[src/rtl/fwd_pkg.sv]
// Shared types and constants for the forwarding / load-use hazard unit.
package fwd_pkg;

    // Default geometry of the scoreboard (MIPS: 32 registers, 3 post-issue stages)
    localparam int DEF_AW         = 5;
    localparam int DEF_NUM_STAGES = 3;
    localparam int DEF_LAT_W      = $clog2(DEF_NUM_STAGES + 1);

    // Forward-select value meaning "read the register file"
    localparam int SEL_REGFILE = 0;
    // Result latencies: ALU results forwardable from slot 1, loads from slot 2
    localparam int LAT_ALU     = 1;
    localparam int LAT_LOAD    = 2;

    // One scoreboard slot at default geometry
    typedef struct packed {
        logic                  vld;
        logic [DEF_AW-1:0]     rd;
        logic [DEF_LAT_W-1:0]  lat;
    } sb_entry_t;

endpackage

[src/rtl/fwd_port_match.sv]
// Priority search of the scoreboard for one source operand: the youngest
// matching producer decides between forwarding and a load-use hazard.
module fwd_port_match
    import fwd_pkg::*;
#(
    parameter int NUM_STAGES = 3,
    parameter int AW         = 5,
    parameter int LAT_W      = 2,
    parameter int SEL_W      = 2
) (
    input  logic [AW-1:0]               src_i,
    input  logic                        used_i,
    input  logic                        id_valid_i,
    input  logic [NUM_STAGES-1:0]       slot_vld_i,
    input  logic [NUM_STAGES*AW-1:0]    slot_rd_i,
    input  logic [NUM_STAGES*LAT_W-1:0] slot_lat_i,
    output logic [SEL_W-1:0]            sel_o,
    output logic                        hazard_o
);

    logic [SEL_W-1:0] sel_s;
    logic             hazard_s;
    logic             match_s;
    logic             ready_s;

    // Walk from oldest to youngest slot so the youngest match overwrites older ones
    always_comb begin
        sel_s    = SEL_W'(SEL_REGFILE);
        hazard_s = 1'b0;
        match_s  = 1'b0;
        ready_s  = 1'b0;
        for (int s = NUM_STAGES; s >= 1; s--) begin
            match_s = id_valid_i && used_i && (src_i != {AW{1'b0}}) &&
                      slot_vld_i[s-1] && (slot_rd_i[(s-1)*AW +: AW] == src_i);
            ready_s = (LAT_W'(s) >= slot_lat_i[(s-1)*LAT_W +: LAT_W]);
            if (match_s) begin
                sel_s    = ready_s ? SEL_W'(s) : SEL_W'(SEL_REGFILE);
                hazard_s = ~ready_s;
            end else begin
                sel_s    = sel_s;
                hazard_s = hazard_s;
            end
        end
    end

    assign sel_o    = sel_s;
    assign hazard_o = hazard_s;

endmodule

[src/rtl/fwd_hazard_sched.sv]
// Operand forwarding and load-use hazard scheduler: shift-register scoreboard
// of in-flight register writers, per-source forward selects, stall and a
// saturating stall-cycle counter.
module fwd_hazard_sched
    import fwd_pkg::*;
#(
    parameter int NUM_SRC    = 2,
    parameter int NUM_STAGES = 3,
    parameter int AW         = 5,
    parameter int CNT_W      = 16,
    localparam int SEL_W     = $clog2(NUM_STAGES + 1),
    localparam int LAT_W     = SEL_W
) (
    input  logic                     clk,
    input  logic                     rst,
    input  logic                     id_valid,
    input  logic [NUM_SRC*AW-1:0]    id_src,
    input  logic [NUM_SRC-1:0]       id_src_used,
    input  logic [AW-1:0]            id_rd,
    input  logic                     id_reg_write,
    input  logic [LAT_W-1:0]         id_lat,
    input  logic                     pipe_hold,
    input  logic                     flush,
    output logic [NUM_SRC*SEL_W-1:0] fwd_sel,
    output logic                     stall,
    output logic [CNT_W-1:0]         stall_cnt
);

    // Slot s (1-based) lives at index s-1 of each packed vector
    logic [NUM_STAGES-1:0]       vld_q, vld_d;
    logic [NUM_STAGES*AW-1:0]    rd_q, rd_d;
    logic [NUM_STAGES*LAT_W-1:0] lat_q, lat_d;
    logic [CNT_W-1:0]            cnt_q, cnt_d;

    logic [NUM_SRC-1:0]          hazard_s;
    logic                        stall_s;
    logic                        push_s;

    // Latency 0 means "ALU"; anything beyond the tracked depth is capped
    function automatic logic [LAT_W-1:0] clamp_lat(input logic [LAT_W-1:0] lat);
        if (lat == {LAT_W{1'b0}}) begin
            return LAT_W'(LAT_ALU);
        end else if ({1'b0, lat} > (LAT_W+1)'(NUM_STAGES)) begin
            return LAT_W'(NUM_STAGES);
        end else begin
            return lat;
        end
    endfunction

    genvar p;
    generate
        for (p = 0; p < NUM_SRC; p++) begin : g_port
            fwd_port_match #(
                .NUM_STAGES (NUM_STAGES),
                .AW         (AW),
                .LAT_W      (LAT_W),
                .SEL_W      (SEL_W)
            ) u_match (
                .src_i      (id_src[p*AW +: AW]),
                .used_i     (id_src_used[p]),
                .id_valid_i (id_valid),
                .slot_vld_i (vld_q),
                .slot_rd_i  (rd_q),
                .slot_lat_i (lat_q),
                .sel_o      (fwd_sel[p*SEL_W +: SEL_W]),
                .hazard_o   (hazard_s[p])
            );
        end
    endgenerate

    // A taken branch kills the ID instruction, so it can never stall
    assign stall_s   = (|hazard_s) & ~flush;
    assign push_s    = id_valid & id_reg_write & ~stall_s & ~flush & (id_rd != {AW{1'b0}});
    assign stall     = stall_s;
    assign stall_cnt = cnt_q;

    // Scoreboard advance: age every slot, kill slot 1 on flush, insert ID writer or bubble
    always_comb begin
        vld_d = vld_q;
        rd_d  = rd_q;
        lat_d = lat_q;
        if (!pipe_hold) begin
            for (int s = NUM_STAGES - 1; s >= 1; s--) begin
                if (s == 1) begin
                    vld_d[s] = vld_q[s-1] & ~flush;
                end else begin
                    vld_d[s] = vld_q[s-1];
                end
                rd_d[s*AW +: AW]       = rd_q[(s-1)*AW +: AW];
                lat_d[s*LAT_W +: LAT_W] = lat_q[(s-1)*LAT_W +: LAT_W];
            end
            vld_d[0]          = push_s;
            rd_d[AW-1:0]      = id_rd;
            lat_d[LAT_W-1:0]  = clamp_lat(id_lat);
        end else begin
            vld_d = vld_q;
            rd_d  = rd_q;
            lat_d = lat_q;
        end
    end

    // Stall counter: count stalled, non-frozen edges and stick at all-ones
    always_comb begin
        cnt_d = cnt_q;
        if (!pipe_hold && stall_s && (cnt_q != {CNT_W{1'b1}})) begin
            cnt_d = cnt_q + CNT_W'(1);
        end else begin
            cnt_d = cnt_q;
        end
    end

    // State registers with asynchronous clear
    always_ff @(posedge clk or posedge rst) begin
        if (rst) begin
            vld_q <= {NUM_STAGES{1'b0}};
            rd_q  <= {(NUM_STAGES*AW){1'b0}};
            lat_q <= {(NUM_STAGES*LAT_W){1'b0}};
            cnt_q <= {CNT_W{1'b0}};
        end else begin
            vld_q <= vld_d;
            rd_q  <= rd_d;
            lat_q <= lat_d;
            cnt_q <= cnt_d;
        end
    end

endmodule

[config.mk]
export PLATFORM = sky130hd
export DESIGN_NAME = fwd_hazard_sched
export DESIGN_NICKNAME = d
export VERILOG_FILES = /design/src/rtl/fwd_pkg.sv /design/src/rtl/fwd_port_match.sv /design/src/rtl/fwd_hazard_sched.sv
export SDC_FILE = /design/constraint.sdc
export NUM_CORES = 1
export LEC_CHECK = 0
export ABC_AREA = 1
export ABC_CLOCK_PERIOD_IN_PS = 3700
export CELL_PAD_IN_SITES_DETAIL_PLACEMENT = 1
export CELL_PAD_IN_SITES_GLOBAL_PLACEMENT = 2
export CORE_ASPECT_RATIO = 1.5
export CORE_MARGIN = 10
export CORE_UTILIZATION = 31
export CTS_BUF_LIST = sky130_fd_sc_hd__clkbuf_16
export CTS_CLUSTER_DIAMETER = 200
export DETAILED_ROUTE_END_ITERATION = 12
export GPL_TIMING_DRIVEN = 0
export PLACE_DENSITY = 0.87
export SYNTH_ARGS = -nofsm -noshare
export SYNTH_HDL_FRONTEND = slang
export SYNTH_HIERARCHICAL = 1
export SYNTH_SLANG_ARGS = --single-unit
[constraint.sdc]
create_clock -name clk -period 3.7 [get_ports clk]
set_input_delay 0.555 -clock clk [delete_from_list [all_inputs] [get_ports clk]]
set_output_delay 0.555 -clock clk [all_outputs]
set_load 0.005 [all_outputs]
==> results_dict.tcl, run 1 <==
set metrics [dict create \
    remaining_drc_errors 0 \
    clk_pin_slew_worst_paths_ps 60 \
    rsz0062_at_grt "false" \
    synth_area_um2 2770 \
    cts_buffer_depth 2 \
    numCtsBuffers 5 \
    p_sw_w 0.000343 \
    root_buffer "clkbuf_16" \
    max_stage_delay_ps 540 \
    final_layout_size_suffix_gt1_share_pct 10.1 \
    reg2regPathDepth 15 \
    slew_violations 0 \
    die_w_um 97.2 \
    cts_setup_buffers 0 \
    cpMaxStageDelayCell "clkdlybuf4s50_1" \
    hold_path_class "input port to register" \
    grt_pass1_vias 3094 \
    antenna_found_initial 0 \
    track_usage_pct 13.8 \
    finClkSkew_ps 5.03 \
    clock_latency_ps 290 \
    setup-violations-final 0 \
    clkPwrFrac_pct 44.8 \
    overflow 0 \
    die_h_um 136 \
    maxCapViolCount 0 \
    drtIter0Drc 85 \
    met1_usage_pct 12.8 \
    holdWs_ps 507 \
    clkSinkCount 38 \
    sequentialPowerShare_pct 38.5 \
    arrival_ps 2820 \
    crit_type "input port to output port" \
    min_path_cells 2 \
    ff2ff_setup_slack_ps 1490 \
    path_cells "clkdlybuf4s50_1 > inv_2 > nand2_1 > nand2_1 > nor2_2 > nand2_1 > nor2_2 > nand3_2 > a21oi_2 > nor2_1 > nor2_1 > clkdlybuf4s50_1" \
    cpMostUsedCell "nand2_1" \
    vdd_drop_max_mv 0.230 \
    required_ps 3140 \
    dieArea_um2 13200 \
    gp_congestion 0.808 \
    grt_pass1_wl_um 14800 \
    power_frac_comb_pct 16.7 \
    grt_util_met3_pct 3.17 \
    use_met2_pct 28.3 \
    slew_headroom_pct 45.8 \
    diodes 0 \
    worst_pin_slew_ps 812 \
    syn_avg_cell_area_um2 6.11 \
    leakagePower_nw 1.81 \
    layout.nets 530 \
    grt_start_max_net_pins 39 \
    yosysWarnings 6 \
    final_cell_mix "nand2_1 (195), inv_1 (66), nor2_1 (44), clkdlybuf4s50_1 (44), dfrtp_1 (38)" \
    cts_resized 0 \
    period_share_pct 91.2 \
    cp-startpoint "id_src[5]" \
    crit_path_max_fanout 4 \
    num_vias 2879 \
    dpl.cell_count 607 \
    drt_wl_total_um 8830 \
    detail_route.wl_per_cell_um 14.4 \
    crit_path_end_kind "output port" \
    power.internal_w 0.000911 \
    rows 42 \
    cts_tree "yes" \
    timing.rr.start "rd_q[5]" \
    final_common_cell "nand2_1" \
    reg2reg_to "stall_cnt[8]" \
    power_density_nw_per_um2 354 \
    instances_no_fill 615 \
    ctsHoldBuffers 0 \
    dp_hpwl_um 7170 \
    io_pins 46 \
    period_needed_ps 3370 \
    dr.pass1.iters 4 \
    grt_busiest_layer "met2" \
    crit_path_start_kind "input port" \
    synth_fp_nets 479 \
    start_util_pct 31.6 \
    io_buffer_count 44 \
    syn2layout_area_growth_pct 27.7 \
    netSwitchingFraction_pct 27.3 \
    status "complete, no violations" \
    worstHoldStart "pipe_hold" \
    core_area_um2 8780 \
    holdPathEnd "vld_q[2]" \
    htree_levels 2 \
    synth_cells 453 \
    fmax_ghz 0.296 \
    final_hold_viol_count 0 \
    finalSetupTns_ps 0 \
    via_per_inst 4.68 \
    ant_nets 0 \
]
-- final cells by class --
type                       count  area, um^2
fill                        1154        5240
multi-input combinational    328        1470
sequential                    38         951
timing repair buffer          44         440
inverter                      81         305
tap                          110         138
clock buffer                   5         125
clock inverter                 3        63.8
buffer                         6        40.0
-- through the flow --
step	setup slack, ps	utilization, %	total power (W)	instance area (um^2)
2_1_floorplan	1640	-	0.000608	2770
3_3_place_gp	326	38.1	0.000696	3350
3_5_place_dp	337	38.1	0.000705	3350
4_1_cts	312	40.3	0.00127	3540
5_1_grt	160	40.3	0.00132	3540
6_report	326	40.3	0.00125	3540
-- per-layer routing --
| metal | vias to the layer above | part of all wire (%) |
|---|---|---|
| met5 | - | 0 |
| met3 | 9 | 3.8 |
| met2 | 38 | 57 |
| met1 | 1375 | 37 |
| li1 | 1457 | - |
| met4 | 0 | 1.8 |
-- critical path: cells and delay by family --
kind / cells / cell delay, ps
buf+inv: 3 / 1160
simple gates: 8 / 950
compound gates: 1 / 140
-- flip-flops by register name (all words and copies together), names as in the netlist --
register / cells
lat_q: 4
stall_cnt: 16
rd_q: 15
vld_q: 3
-- worst max-delay path by stage --
stage	endpoint	slack, ps	cells after the start
after floorplan	stall	1640	8
after global placement	stall	330	11
after detailed placement	stall	340	12
after CTS	stall	310	12
after global routing	stall	160	12
final	stall	330	12
-- power groups by stage --
| stage | clock, W | sequential (W) | combinational [W] |
|---|---|---|---|
| 2_1_floorplan | 0 | 0.000477 | 0.000130 |
| 3_3_place_gp | 0 | 0.000489 | 0.000207 |
| 3_5_place_dp | 0 | 0.000491 | 0.000214 |
| 4_1_cts | 0.000573 | 0.000484 | 0.000216 |
| 5_1_grt | 0.000592 | 0.000489 | 0.000243 |
| 6_report | 0.000561 | 0.000483 | 0.000210 |
(Power assumes the default switching activity.)
==> inputs of run 2 (changes only) <==
--- a/config.mk
+++ b/config.mk
@@ -6,7 +6,6 @@
 export NUM_CORES = 1
 export LEC_CHECK = 0
 export ABC_AREA = 1
-export ABC_CLOCK_PERIOD_IN_PS = 3700
 export CELL_PAD_IN_SITES_DETAIL_PLACEMENT = 1
 export CELL_PAD_IN_SITES_GLOBAL_PLACEMENT = 2
 export CORE_ASPECT_RATIO = 1.5
@@ -17,6 +16,7 @@
 export DETAILED_ROUTE_END_ITERATION = 12
 export GPL_TIMING_DRIVEN = 0
 export PLACE_DENSITY = 0.87
+export SLEW_MARGIN = 20
 export SYNTH_ARGS = -nofsm -noshare
 export SYNTH_HDL_FRONTEND = slang
 export SYNTH_HIERARCHICAL = 1
==> run 2 against run 1 <==
Clock-buffer cell count unchanged. Clock power decreased by 1%. Highest routed layer unchanged. Via count decreased by 0.21%. Sequential share of layout area decreased by 0.21 points. Power decreased by 0.21%. Sequential power about the same. Hold slack got worse by 1.3 ps. Global-route usage about the same. Combinational power increased by 2%. Register-to-register slack improved by 20 ps. First-iteration DRC count decreased by 18%.
==> results_dict.tcl, run 2 (same netlist as run 1, synthesis figures left out) <==
set metrics [dict create \
    remaining_drc_errors 0 \
    detail_route.wl_per_cell_um 14.5 \
    worst_pin_slew_ps 457 \
    dp_hpwl_um 7350 \
    via_per_inst 4.66 \
    ctsHoldBuffers 0 \
    slew_headroom_pct 69.4 \
    slew_violations 0 \
    gp_congestion 0.808 \
    core_area_um2 8780 \
    worstHoldStart "pipe_hold" \
    hold_path_class "input port to register" \
    dpl_cell_area_um2 3370 \
    root_buffer "clkbuf_16" \
    cts_tree "yes" \
    leakagePower_nw 1.83 \
    numCtsBuffers 5 \
    cts_resized 0 \
    clkSinkCount 38 \
    overflow 0 \
    cts_setup_buffers 0 \
    clock_latency_ps 290 \
    crit_path_max_fanout 4 \
    status "complete, no violations" \
    min_path_cells 2 \
    crit_path_end_kind "output port" \
    dieArea_um2 13200 \
    ant_nets 0 \
    setup-violations-final 0 \
    power_frac_comb_pct 17.1 \
    netSwitchingFraction_pct 27.0 \
    crit_type "input port to output port" \
    required_ps 3140 \
    fmax_ghz 0.297 \
    final_cell_mix "nand2_1 (195), inv_1 (66), nor2_1 (44), clkdlybuf4s50_1 (44), dfrtp_1 (38)" \
    grt_pass1_wl_um 14800 \
    fin_util_pct 40.6 \
    clkPwrFrac_pct 44.2 \
    finalSetupTns_ps 0 \
    sequentialPowerShare_pct 38.6 \
    die_h_um 136 \
    htree_levels 2 \
    ff2ff_setup_slack_ps 1510 \
    final_common_cell "nand2_1" \
    power_density_nw_per_um2 351 \
    cts_buffer_depth 2 \
    largest_register_ffs 16 \
    dr.pass1.iters 4 \
    io_pins 46 \
    holdPathEnd "lat_q[3]" \
    power.internal_w 0.000913 \
    drtIter0Drc 70 \
    period_needed_ps 3370 \
    power_w 0.00125 \
    vdd_drop_max_mv 0.222 \
    reg2reg_to "stall_cnt[8]" \
    die_w_um 97.2 \
    grt_pass1_vias 3143 \
    p_sw_w 0.000337 \
    syn2layout_area_growth_pct 28.7 \
    grt_start_max_net_pins 24 \
    track_usage_pct 13.8 \
    final_hold_viol_count 0 \
    period_share_pct 91.0 \
    drt_wl_total_um 8940 \
    rows 42 \
    diodes 0 \
    start_util_pct 31.6 \
    antenna_found_initial 0 \
    clk_pin_slew_worst_paths_ps 60 \
    num_vias 2873 \
    crit_path_start_kind "input port" \
    io_buffer_count 44 \
    rsz0062_at_grt "false" \
    arrival_ps 2810 \
    timing.rr.start "rd_q[1]" \
    finClkSkew_ps 6.44 \
    layout.nets 531 \
    fill_cells 1162 \
    maxCapViolCount 0 \
    reg2regPathDepth 14 \
    final_layout_size_suffix_gt1_share_pct 10.3 \
    fin_area_um2 3560 \
]
run 2: cell count changes in the layout (fill, tap and decap cells not counted), sizes merged:
cell,previous run,this run
buf,4,5
run 2: through the flow:
stage	hold WS, ps	worst slack [ps]	cells
after floorplan	471	1640	453
after global placement	494	326	607
after detailed placement	500	326	608
after CTS	505	310	616
after global routing	527	177	616
final	506	334	616
run 2: layer usage:
layer  up-vias  GRT usage, %  routed length, um
met5         -             0                  0
met4         0          5.76                245
met3        16          3.01                360
met2        45          28.4               5070
met1      1357          12.4               3260
li1       1455             -                  -
run 2: power by group through the flow:
stage / Clock, W / Combinational (W) / Sequential (W)
floorplan: 0 / 0.000130 / 0.000477
global placement: 0 / 0.000207 / 0.000489
detailed placement: 0 / 0.000219 / 0.000491
CTS: 0.000571 / 0.000220 / 0.000484
global route: 0.000582 / 0.000245 / 0.000490
finish: 0.000553 / 0.000214 / 0.000483
run 2: critical path, stage by stage:
cell	delay [ps]
clkdlybuf4s50_1	540
inv_2	80
nand2_1	70
nand2_1	80
nor2_2	150
nand2_1	80
nor2_2	160
nand3_2	100
a21oi_2	130
nor2_1	120
nor2_1	190
clkdlybuf4s50_1	540
run 2: cell type report:
type	instances	area, um^2	share of cell area, %
inverter	81	305	8.57
clock buffer	5	125	3.51
timing repair buffer	45	468	13.1
buffer	6	40.0	1.12
clock inverter	3	63.8	1.79
multi-input combinational	328	1470	41.3
tap	110	138	3.86
sequential	38	951	26.7
run 2: worst max path at each step:
stage | from | end | slack (ps) | cells past startpoint
4_1_cts | id_src[5] | stall | 310 | 11
3_3_place_gp | id_src[5] | stall | 330 | 11
5_1_grt | id_src[5] | stall | 180 | 12
3_5_place_dp | id_src[5] | stall | 330 | 11
2_1_floorplan | id_src[7] | stall | 1640 | 8
6_report | id_src[5] | stall | 330 | 12
